**src/rtl/alu_ctrl_seq_if.sv**
```systemverilog
// alu_ctrl_seq_if: request/response bundle between ID-stage control, the ALU
// control sequencer and the ALU stage.
//   valid_in / instr / ALUOp / ready_out : request handshake from decode
//   valid_out / alu_func / stall_in      : result handshake toward the ALU
//   multi_busy                           : multi-cycle op in flight
// master = requester/consumer side, slave = the sequencer.
interface alu_ctrl_seq_if #(
  parameter int unsigned FUNCT_W = 6,
  parameter int unsigned OP_W    = 3
);
  logic               valid_in;
  logic [FUNCT_W-1:0] instr;
  logic [OP_W-1:0]    ALUOp;
  logic               ready_out;
  logic               stall_in;
  logic               valid_out;
  logic [FUNCT_W-1:0] alu_func;
  logic               multi_busy;

  modport master (
    output valid_in, instr, ALUOp, stall_in,
    input  ready_out, valid_out, alu_func, multi_busy
  );

  modport slave (
    input  valid_in, instr, ALUOp, stall_in,
    output ready_out, valid_out, alu_func, multi_busy
  );
endinterface

```
**src/rtl/alu_ctrl_seq.sv**
```systemverilog
// alu_ctrl_seq: registered ALU control decode with multi-cycle sequencing.
// Translates ALUOp + funct into the ALU function code, holds it under
// back-pressure and counts down LAT cycles for mult/div before presenting it.
// Ports:
//   clk   : rising-edge clock
//   reset : synchronous, active-high
//   bus   : alu_ctrl_seq_if.slave (request in, ALU function out, multi_busy)
module alu_ctrl_seq #(
  parameter int unsigned        FUNCT_W   = 6,
  parameter int unsigned        OP_W      = 3,
  parameter int unsigned        LAT       = 4,
  parameter logic [FUNCT_W-1:0] MUL_FUNCT = FUNCT_W'(6'b011000),
  parameter logic [FUNCT_W-1:0] DIV_FUNCT = FUNCT_W'(6'b011010)
) (
  input logic            clk,
  input logic            reset,
  alu_ctrl_seq_if.slave  bus
);

  localparam int unsigned CNT_W = $clog2(LAT);

  typedef enum logic [1:0] {
    IDLE = 2'd0,
    BUSY = 2'd1,
    OUT  = 2'd2
  } state_e;

  state_e             state_q, state_d;
  logic [CNT_W-1:0]   cnt_q, cnt_d;
  logic [FUNCT_W-1:0] alu_func_q, alu_func_d;
  logic               valid_out_q, valid_out_d;
  logic               multi_busy_q, multi_busy_d;

  logic [FUNCT_W-1:0] dec_func_c;
  logic               r_type_c;
  logic               multi_c;
  logic               ready_c;
  logic               accept_c;
  logic               load_c;

  // Decode; any nonzero ALUOp bit above bit 2 forces the R-type default.
  always_comb begin
    dec_func_c = bus.instr;
    r_type_c   = 1'b1;
    if ((bus.ALUOp >> 3) == '0) begin
      case (bus.ALUOp[2:0])
        3'b001: begin dec_func_c = '0;                   r_type_c = 1'b0; end
        3'b011: begin dec_func_c = FUNCT_W'(6'b100000);  r_type_c = 1'b0; end
        3'b100: begin dec_func_c = FUNCT_W'(6'b100001);  r_type_c = 1'b0; end
        3'b101: begin dec_func_c = FUNCT_W'(6'b100010);  r_type_c = 1'b0; end
        3'b110: begin dec_func_c = FUNCT_W'(6'b100011);  r_type_c = 1'b0; end
        default: ;
      endcase
    end
    multi_c = r_type_c && ((bus.instr == MUL_FUNCT) || (bus.instr == DIV_FUNCT));
  end

  // Ready is combinational so a consumed result can be replaced with no bubble.
  always_comb begin
    ready_c  = (state_q == IDLE) || ((state_q == OUT) && !bus.stall_in);
    accept_c = bus.valid_in && ready_c;
  end

  // Next-state / next-output logic.
  always_comb begin
    state_d    = state_q;
    cnt_d      = cnt_q;
    alu_func_d = alu_func_q;
    load_c     = 1'b0;

    case (state_q)
      IDLE: begin
        if (accept_c) load_c = 1'b1;
      end
      BUSY: begin
        cnt_d = cnt_q - CNT_W'(1);
        if (cnt_q == CNT_W'(1)) state_d = OUT;
      end
      OUT: begin
        if (!bus.stall_in) begin
          if (accept_c) load_c  = 1'b1;
          else          state_d = IDLE;
        end
      end
      default: state_d = IDLE;
    endcase

    if (load_c) begin
      alu_func_d = dec_func_c;
      if (multi_c) begin
        state_d = BUSY;
        cnt_d   = CNT_W'(LAT - 1);
      end else begin
        state_d = OUT;
      end
    end

    valid_out_d  = (state_d == OUT);
    multi_busy_d = (state_d == BUSY);
  end

  // State and output registers.
  always_ff @(posedge clk) begin
    if (reset) begin
      state_q      <= IDLE;
      cnt_q        <= '0;
      alu_func_q   <= '0;
      valid_out_q  <= 1'b0;
      multi_busy_q <= 1'b0;
    end else begin
      state_q      <= state_d;
      cnt_q        <= cnt_d;
      alu_func_q   <= alu_func_d;
      valid_out_q  <= valid_out_d;
      multi_busy_q <= multi_busy_d;
    end
  end

  assign bus.ready_out  = ready_c;
  assign bus.valid_out  = valid_out_q;
  assign bus.alu_func   = alu_func_q;
  assign bus.multi_busy = multi_busy_q;

endmodule

```
**src/flat_wrapper.sv**
```systemverilog
// flat-port wrapper written by rule: the top's interface ports become plain ports
module alu_ctrl_seq_flat 
#(
  parameter int unsigned        FUNCT_W   = 6,
  parameter int unsigned        OP_W      = 3,
  parameter int unsigned        LAT       = 4,
  parameter logic [FUNCT_W-1:0] MUL_FUNCT = FUNCT_W'(6'b011000),
  parameter logic [FUNCT_W-1:0] DIV_FUNCT = FUNCT_W'(6'b011010)
)
  (clk, reset, bus_valid_in, bus_instr, bus_ALUOp, bus_stall_in, bus_ready_out, bus_valid_out, bus_alu_func, bus_multi_busy);
  alu_ctrl_seq_if #(.FUNCT_W(FUNCT_W), .OP_W(OP_W)) bus_i ();
  input logic clk;
  input logic reset;
  input wire logic [$bits(bus_i.valid_in)-1:0] bus_valid_in;
  input wire logic [$bits(bus_i.instr)-1:0] bus_instr;
  input wire logic [$bits(bus_i.ALUOp)-1:0] bus_ALUOp;
  input wire logic [$bits(bus_i.stall_in)-1:0] bus_stall_in;
  output wire logic [$bits(bus_i.ready_out)-1:0] bus_ready_out;
  output wire logic [$bits(bus_i.valid_out)-1:0] bus_valid_out;
  output wire logic [$bits(bus_i.alu_func)-1:0] bus_alu_func;
  output wire logic [$bits(bus_i.multi_busy)-1:0] bus_multi_busy;
  assign bus_i.valid_in = bus_valid_in;
  assign bus_i.instr = bus_instr;
  assign bus_i.ALUOp = bus_ALUOp;
  assign bus_i.stall_in = bus_stall_in;
  assign bus_ready_out = bus_i.ready_out;
  assign bus_valid_out = bus_i.valid_out;
  assign bus_alu_func = bus_i.alu_func;
  assign bus_multi_busy = bus_i.multi_busy;
  alu_ctrl_seq #(.FUNCT_W(FUNCT_W), .OP_W(OP_W), .LAT(LAT), .MUL_FUNCT(MUL_FUNCT), .DIV_FUNCT(DIV_FUNCT)) u_core (.clk(clk), .reset(reset), .bus(bus_i));
endmodule
```
**config.mk**
```make
export PLATFORM = sky130hd
export DESIGN_NAME = alu_ctrl_seq_flat
export DESIGN_NICKNAME = d
export VERILOG_FILES = /design/src/rtl/alu_ctrl_seq_if.sv /design/src/rtl/alu_ctrl_seq.sv /design/src/flat_wrapper.sv
export SDC_FILE = /design/constraint.sdc
export NUM_CORES = 1
export LEC_CHECK = 0
export ABC_CLOCK_PERIOD_IN_PS = 1200
export CORE_MARGIN = 8
export CORE_UTILIZATION = 40
export DETAILED_ROUTE_END_ITERATION = 6
export GPL_ROUTABILITY_DRIVEN = 1
export PLACE_DENSITY = 0.73
export SLEW_MARGIN = 20
export SYNTH_ARGS = -nofsm -noshare
export SYNTH_HDL_FRONTEND = slang
export SYNTH_SLANG_ARGS = --single-unit
```
**constraint.sdc**
```tcl
create_clock -name clk -period 1.2 [get_ports clk]
set_input_delay 0.12 -clock clk [delete_from_list [all_inputs] [get_ports clk]]
set_output_delay 0.12 -clock clk [all_outputs]
set_load 0.01 [all_outputs]
```
==> results of run 1 <==
-- logic make-up (layout without fill, tap and decap cells) --
logic type / count (synthesis) / in the layout / share of synthesized area (%)
xor gates and xnor gates: 2 / 2 / 2.94
DFF: 12 / 12 / 40.3
AOI/OAI and AO/OA: 26 / 26 / 30.6
buffers and inverters: 7 / 44 / 6.08
adders and majority gates: 1 / 1 / 2.10
and+or+nand+nor: 15 / 15 / 16.4
muxes: 1 / 1 / 1.68
-- power breakdown --
| part | switching, mW | leakage, nW | internal (mW) | total (mW) |
|---|---|---|---|---|
| clock network | 0.138 | 0.0210 | 0.184 | 0.323 |
| registers | 0.00770 | 0.0985 | 0.416 | 0.424 |
| logic | 0.0863 | 0.312 | 0.108 | 0.195 |
| total | 0.232 | 0.431 | 0.709 | 0.941 |
-- cell usage after synthesis (all sizes together), types with 2 or more instances --
master / number
dfxtp: 12
a21oi: 11
o2111ai: 3
o21ai: 4
and3b: 3
inv: 3
nor2: 3
a311oi: 2
buf: 3
-- metrics by stage --
stage | setup TNS (ns) | std cells | cell area [µm²] | utilization [%] | power (mW)
floorplan | 0 | 64 | 597 | - | 0.513
global placement | -3.26 | 113 | 922 | 63.4 | 0.631
detailed placement | -3.49 | 113 | 922 | 63.4 | 0.636
CTS | -0.0618 | 117 | 958 | 65.9 | 0.949
global route | -0.0130 | 117 | 966 | 66.4 | 0.983
finish | 0 | 117 | 966 | 66.4 | 0.941
-- worst max-delay path, delay by kind of cell --
kind / cells / cell delay (ns)
AO/OA/AOI/OAI: 1 / 0.22
buffers and inverters: 1 / 0.47
AND/OR/NAND/NOR: 2 / 0.52
-- cell type report --
type | instances | area share, %
Multi-Input combinational cell | 45 | 35.0
Tap cell | 16 | 2.07
Timing Repair Buffer | 37 | 33.0
Sequential cell | 12 | 25.0
Inverter | 3 | 1.17
Clock buffer | 4 | 3.76
-- state kept, by name (all words and copies together), names as in the netlist --
name                   flops
u_core.bus.alu_func        6
u_core.cnt_q               2
u_core.state_q             2
u_core.bus.multi_busy      1
u_core.bus.valid_out       1
-- placed cells by master (no fill, tap or decap), types with 2 or more instances in the layout --
master | Yosys | routed
a21oi_1 | 11 | 10
a311oi_1 | 2 | 2
and3b_1 | 3 | 3
buf_4 | 0 | 15
clkbuf_4 | 0 | 3
clkdlybuf4s50_1 | 0 | 9
dfxtp_1 | 12 | 11
dlygate4sd2_1 | 0 | 10
inv_1 | 2 | 2
nor2_1 | 3 | 2
o2111ai_1 | 2 | 2
o21ai_0 | 4 | 4
-- routing by layer --
| metal | global-route usage [%] | share of wire [%] |
|---|---|---|
| met4 | 3.69 | 1.1 |
| met5 | 0 | 0 |
| met2 | 22.1 | 50 |
| met3 | 5.16 | 7.9 |
| met1 | 11.5 | 41 |
-- how the worst max path moves through the flow --
| stage | cells past startpoint | slack (ns) | end | start |
|---|---|---|---|---|
| finish | 4 | 0.04 | u_core.state_q[1]$_SDFF_PP0_ | bus_instr[5] |
| global route | 4 | -0.01 | u_core.state_q[1]$_SDFF_PP0_ | u_core.state_q[1]$_SDFF_PP0_ |
| CTS | 5 | -0.04 | u_core.bus.alu_func[5]$_SDFFE_PP0P_ | u_core.state_q[1]$_SDFF_PP0_ |
| detailed placement | 4 | -0.35 | u_core.state_q[1]$_SDFF_PP0_ | bus_ALUOp[2] |
| global placement | 4 | -0.34 | u_core.bus.alu_func[5]$_SDFFE_PP0P_ | bus_ALUOp[2] |
| floorplan | 4 | 0.08 | u_core.bus.valid_out$_SDFF_PP0_ | u_core.state_q[1]$_SDFF_PP0_ |
-- timing repair --
item,in CTS,in global routing
pin swaps,0,5
endpoints found under the setup margin,12,6
setup buffers,0,0
gates resized for setup,15,6
==> impl_metrics.ini, run 1 <==
[run_status]
status = finished, final reports clean

[layout]
n_fill_cell = 133
multi_input_area_um2 = 338
drive_gt1_share_pct = 30.7
syn_to_final_growth_pct = 61.8
nets = 116
seq_area_um2 = 241
insertedDiodeCount = 0

[worst_setup_path]
rr_startpoint = u_core.state_q[1]$_SDFF_PP0_
start_kind = input port
critPathArrivalTime_ns = 1.33
crit_fanout = 6
slowest_delay_ns = 0.47
endpoint_kind = flop
cp.required_ns = 1.37
r2r-end = u_core.state_q[1]$_SDFF_PP0_
crit_path_top_delay_cell = clkdlybuf4s50_1
ff2ff_path_depth = 4
criticalPathCategory = input port to flop
rrSetupSlack_ns = 0.04
cp_cell_sequence = clkdlybuf4s50_1 -> nor4b_2 -> o2111ai_2 -> and3b_1

[synth]
async_flop_share_pct = 0
syn_nets = 78
synth_flop_cell = dfxtp_1
ys_ff_latch = 12
yosys_warnings = 0
synth_top_cell_by_area = dfxtp_1
syn_avg_cell_area_um2 = 9.33
netlist_instances = 64
synth-edff-count = 0
syn-cell-area_um2 = 597
synth-seq-area-share_pct = 40.3
netlist.area_leader.share_pct = 40.3
yosysUniqueCellTypes = 32
ys_top_cells_by_area = dfxtp_1 (40%), a21oi_1 (9.2%), and3b_1 (4.4%)

[floorplan]
die-area_um2 = 2980
die_h_um = 54.6
core_region_area_um2 = 1450
row_count = 14
start_util_pct = 41.0
dieWidth_um = 54.6
design.portCount = 22

[timing]
rsz0062_at_grt = yes
maxSlewHeadroom_pct = 80.8
max_freq_mhz = 861
setup_violations = 0
fin_ws_ns = 0.0386
worst_slew_pin_slew_ns = 0.287
hold_ws_ns = 0.217
slew_violations = 0
min_period_over_period_pct = 96.8
hold_viol = 0
skew_ns = 0.00315
period_minus_slack_ns = 1.16

[global_routing]
track_usage_pct = 11.9
grt_pass1_vias = 625
grt_pass1_wl_um = 2590
antenna_found_initial = 0
grt_overflow_total = 0
grt_max_degree = 9

[worst_hold_path]
min_to = u_core.bus.alu_func[2]$_SDFFE_PP0P_
hp-class = input port to flop
hold_start = bus_instr[2]
holdPathStages = 3

[cts]
hold_buffers = 0
clock-sinks = 12
clock-root-buffer = clkbuf_4
cts.path.max_buffers = 2
cts_tree = done
cts.reportedPaths.clkPinSlew_ns = 0.08
clk_latency_ns = 0.27
numCtsBuffers = 3
cts_htree_levels = 1

[detailed_routing]
num_vias = 627
drt_iter0_markers = 6
first_pass_iters = 4
wire_per_inst_um = 14.1
wirelength_um = 1660
drc = 0
vias_per_cell = 5.36
ant_nets = 0

[placed_design]
post-dp-hpwl_um = 1330
io_buffers = 21
gp_congestion = 0.834
pre_cts_ws_ns = -0.351

[power]
worst_ir_drop_vdd_mv = 0.690
p_leak_nw = 0.431
pwr_density_cell_nw_per_um2 = 974

[flow_run]
maxCapViolations = 0
(Power assumes the default switching activity.)
==> run 2, diff against run 1 <==
--- a/config.mk
+++ b/config.mk
@@ -5,12 +5,12 @@
 export SDC_FILE = /design/constraint.sdc
 export NUM_CORES = 1
 export LEC_CHECK = 0
-export ABC_CLOCK_PERIOD_IN_PS = 1200
+export ABC_CLOCK_PERIOD_IN_PS = 1000
 export CORE_MARGIN = 8
-export CORE_UTILIZATION = 40
+export CORE_UTILIZATION = 37
 export DETAILED_ROUTE_END_ITERATION = 6
 export GPL_ROUTABILITY_DRIVEN = 1
-export PLACE_DENSITY = 0.73
+export PLACE_DENSITY = 0.71
 export SLEW_MARGIN = 20
 export SYNTH_ARGS = -nofsm -noshare
 export SYNTH_HDL_FRONTEND = slang
==> constraint.sdc (replaced) <==
create_clock -name clk -period 1 [get_ports clk]
set_input_delay 0.1 -clock clk [delete_from_list [all_inputs] [get_ports clk]]
set_output_delay 0.1 -clock clk [all_outputs]
set_load 0.01 [all_outputs]
==> impl_metrics.ini, run 2 (synthesis results as in run 1) <==
[placed_design]
post-dp-hpwl_um = 1220
pre_cts_ws_ns = -0.503
io_buffers = 21
gp_congestion = 0.825

[timing]
maxSlewHeadroom_pct = 82.2
max_freq_mhz = 868
period_minus_slack_ns = 1.15
worst_slew_pin_slew_ns = 0.266
setup_violations = 12
hold_viol = 0
slew_violations = 0
rsz0062_at_grt = yes
min_period_over_period_pct = 115
skew_ns = 0.00878
fin_ws_ns = -0.153

[floorplan]
design.portCount = 22
core_region_area_um2 = 1510
start_util_pct = 39.6
row_count = 14
die-area_um2 = 3150
die_h_um = 56.2
dieWidth_um = 56.2

[layout]
nets = 115
syn_to_final_growth_pct = 65.8
largest_register_ffs = 6
insertedDiodeCount = 0
layout_commonest_cell = buf_4
drive_gt1_share_pct = 36.0
layout_common_cells = buf_4 (14), dfxtp_1 (10), a21oi_1 (9)

[worst_setup_path]
crit_fanout = 7
start_kind = flop
critPathArrivalTime_ns = 1.32
criticalPathCategory = flop to flop
cp_cell_sequence = a21o_1 -> inv_4 -> buf_12 -> o2111ai_4 -> and3b_1
rr_startpoint = u_core.state_q[0]$_SDFF_PP0_
slowest_delay_ns = 0.33
cp.required_ns = 1.17
startpoint = u_core.state_q[0]$_SDFF_PP0_
crit_path_top_delay_cell = dfxtp_2
endpoint_kind = flop

[power]
finalPower_mw = 1.14
p_leak_nw = 0.416
pwr_density_cell_nw_per_um2 = 1160
worst_ir_drop_vdd_mv = 0.917

[cts]
numCtsBuffers = 3
clk_latency_ns = 0.28
clock-sinks = 12
cts.path.max_buffers = 2
cts_tree = done
hold_buffers = 0
clock-root-buffer = clkbuf_4
cts_htree_levels = 1
cts.reportedPaths.clkPinSlew_ns = 0.07

[detailed_routing]
num_vias = 595
wire_per_inst_um = 13.8
drc = 0
first_pass_iters = 4
drt_iter0_markers = 15
ant_nets = 0
wirelength_um = 1600
vias_per_cell = 5.13

[global_routing]
grt_pass1_wl_um = 2660
grt_max_degree = 11
antenna_found_initial = 0
track_usage_pct = 10.2
grt_overflow_total = 0
grt_pass1_vias = 580

[worst_hold_path]
hold_start = bus_instr[2]
hp-class = input port to flop

[run_status]
violations = negative setup slack
status = finished, violations left

[flow_run]
maxCapViolations = 0
[run 2: cell count changes in the layout (fill, tap and decap cells not counted), moves of 2 or more]
cell             delta
clkdlybuf4s15_1     +4
clkbuf_2            +3
o21ai_1             +3
o21ai_0             -3
clkdlybuf4s50_1     -2
dlygate4sd2_1       -5
[run 2: critical path, delay by kind of cell, from the launching register on]
| family | cells | cell delay [ns] |
|---|---|---|
| flops | 1 | 0.33 |
| simple gates | 1 | 0.22 |
| compound gates | 2 | 0.33 |
| buf+inv | 2 | 0.18 |
[run 2: report_power, final]
group	internal (mW)	switching [mW]	total (mW)	leakage (nW)
Combinational	0.130	0.106	0.235	0.296
Clock	0.221	0.178	0.399	0.0210
Sequential	0.499	0.00922	0.509	0.0990
Total	0.851	0.293	1.14	0.416
[run 2: path summary, 6_finish.rpt]
path / end / slack, ns / depth (start not counted)
max: u_core.state_q[1]$_SDFF_PP0_ / -0.15 / 5
max reg2reg: u_core.state_q[1]$_SDFF_PP0_ / -0.15 / 5
min reg2reg: u_core.bus.alu_func[3]$_SDFFE_PP0P_ / 0.49 / 2
min: u_core.bus.alu_func[2]$_SDFFE_PP0P_ / 0.20 / 3
[run 2: layout make-up]
class                      instances  area [µm²]
inverter                           3        13.8
timing repair buffer              36         312
tap                               16        20.0
clock buffer                       4        36.3
multi-input combinational         45         365
fill                             125         517
sequential                        12         243
[run 2: timing repair]
| action | in CTS | in global routing |
|---|---|---|
| setup buffers | 0 | 1 |
| pin swaps | 4 | 1 |
| endpoints found under the setup margin | 21 | 20 |
| gates resized for setup | 27 | 10 |
[run 2: routing by layer]
| metal | vias up | routed length (µm) | GRT usage [%] |
|---|---|---|---|
| met5 | - | 0 | 0 |
| met2 | 16 | 755 | 17.0 |
| met1 | 264 | 718 | 11.4 |
| li1 | 313 | - | - |
| met3 | 2 | 102 | 3.42 |
| met4 | 0 | 21 | 4.12 |
[run 2: through the flow]
step / hold slack, ns / TNS (ns) / util (%) / cells / area, µm²
4_1_cts: 0.304 / -0.908 / 65.5 / 115 / 987
3_3_place_gp: 0.459 / -5.18 / 62.4 / 111 / 940
6_report: 0.204 / -0.960 / 65.7 / 116 / 990
3_5_place_dp: 0.475 / -5.29 / 62.4 / 111 / 940
5_1_grt: 0.216 / -1.84 / 65.7 / 116 / 990
2_1_floorplan: 0.178 / -0.247 / - / 64 / 617
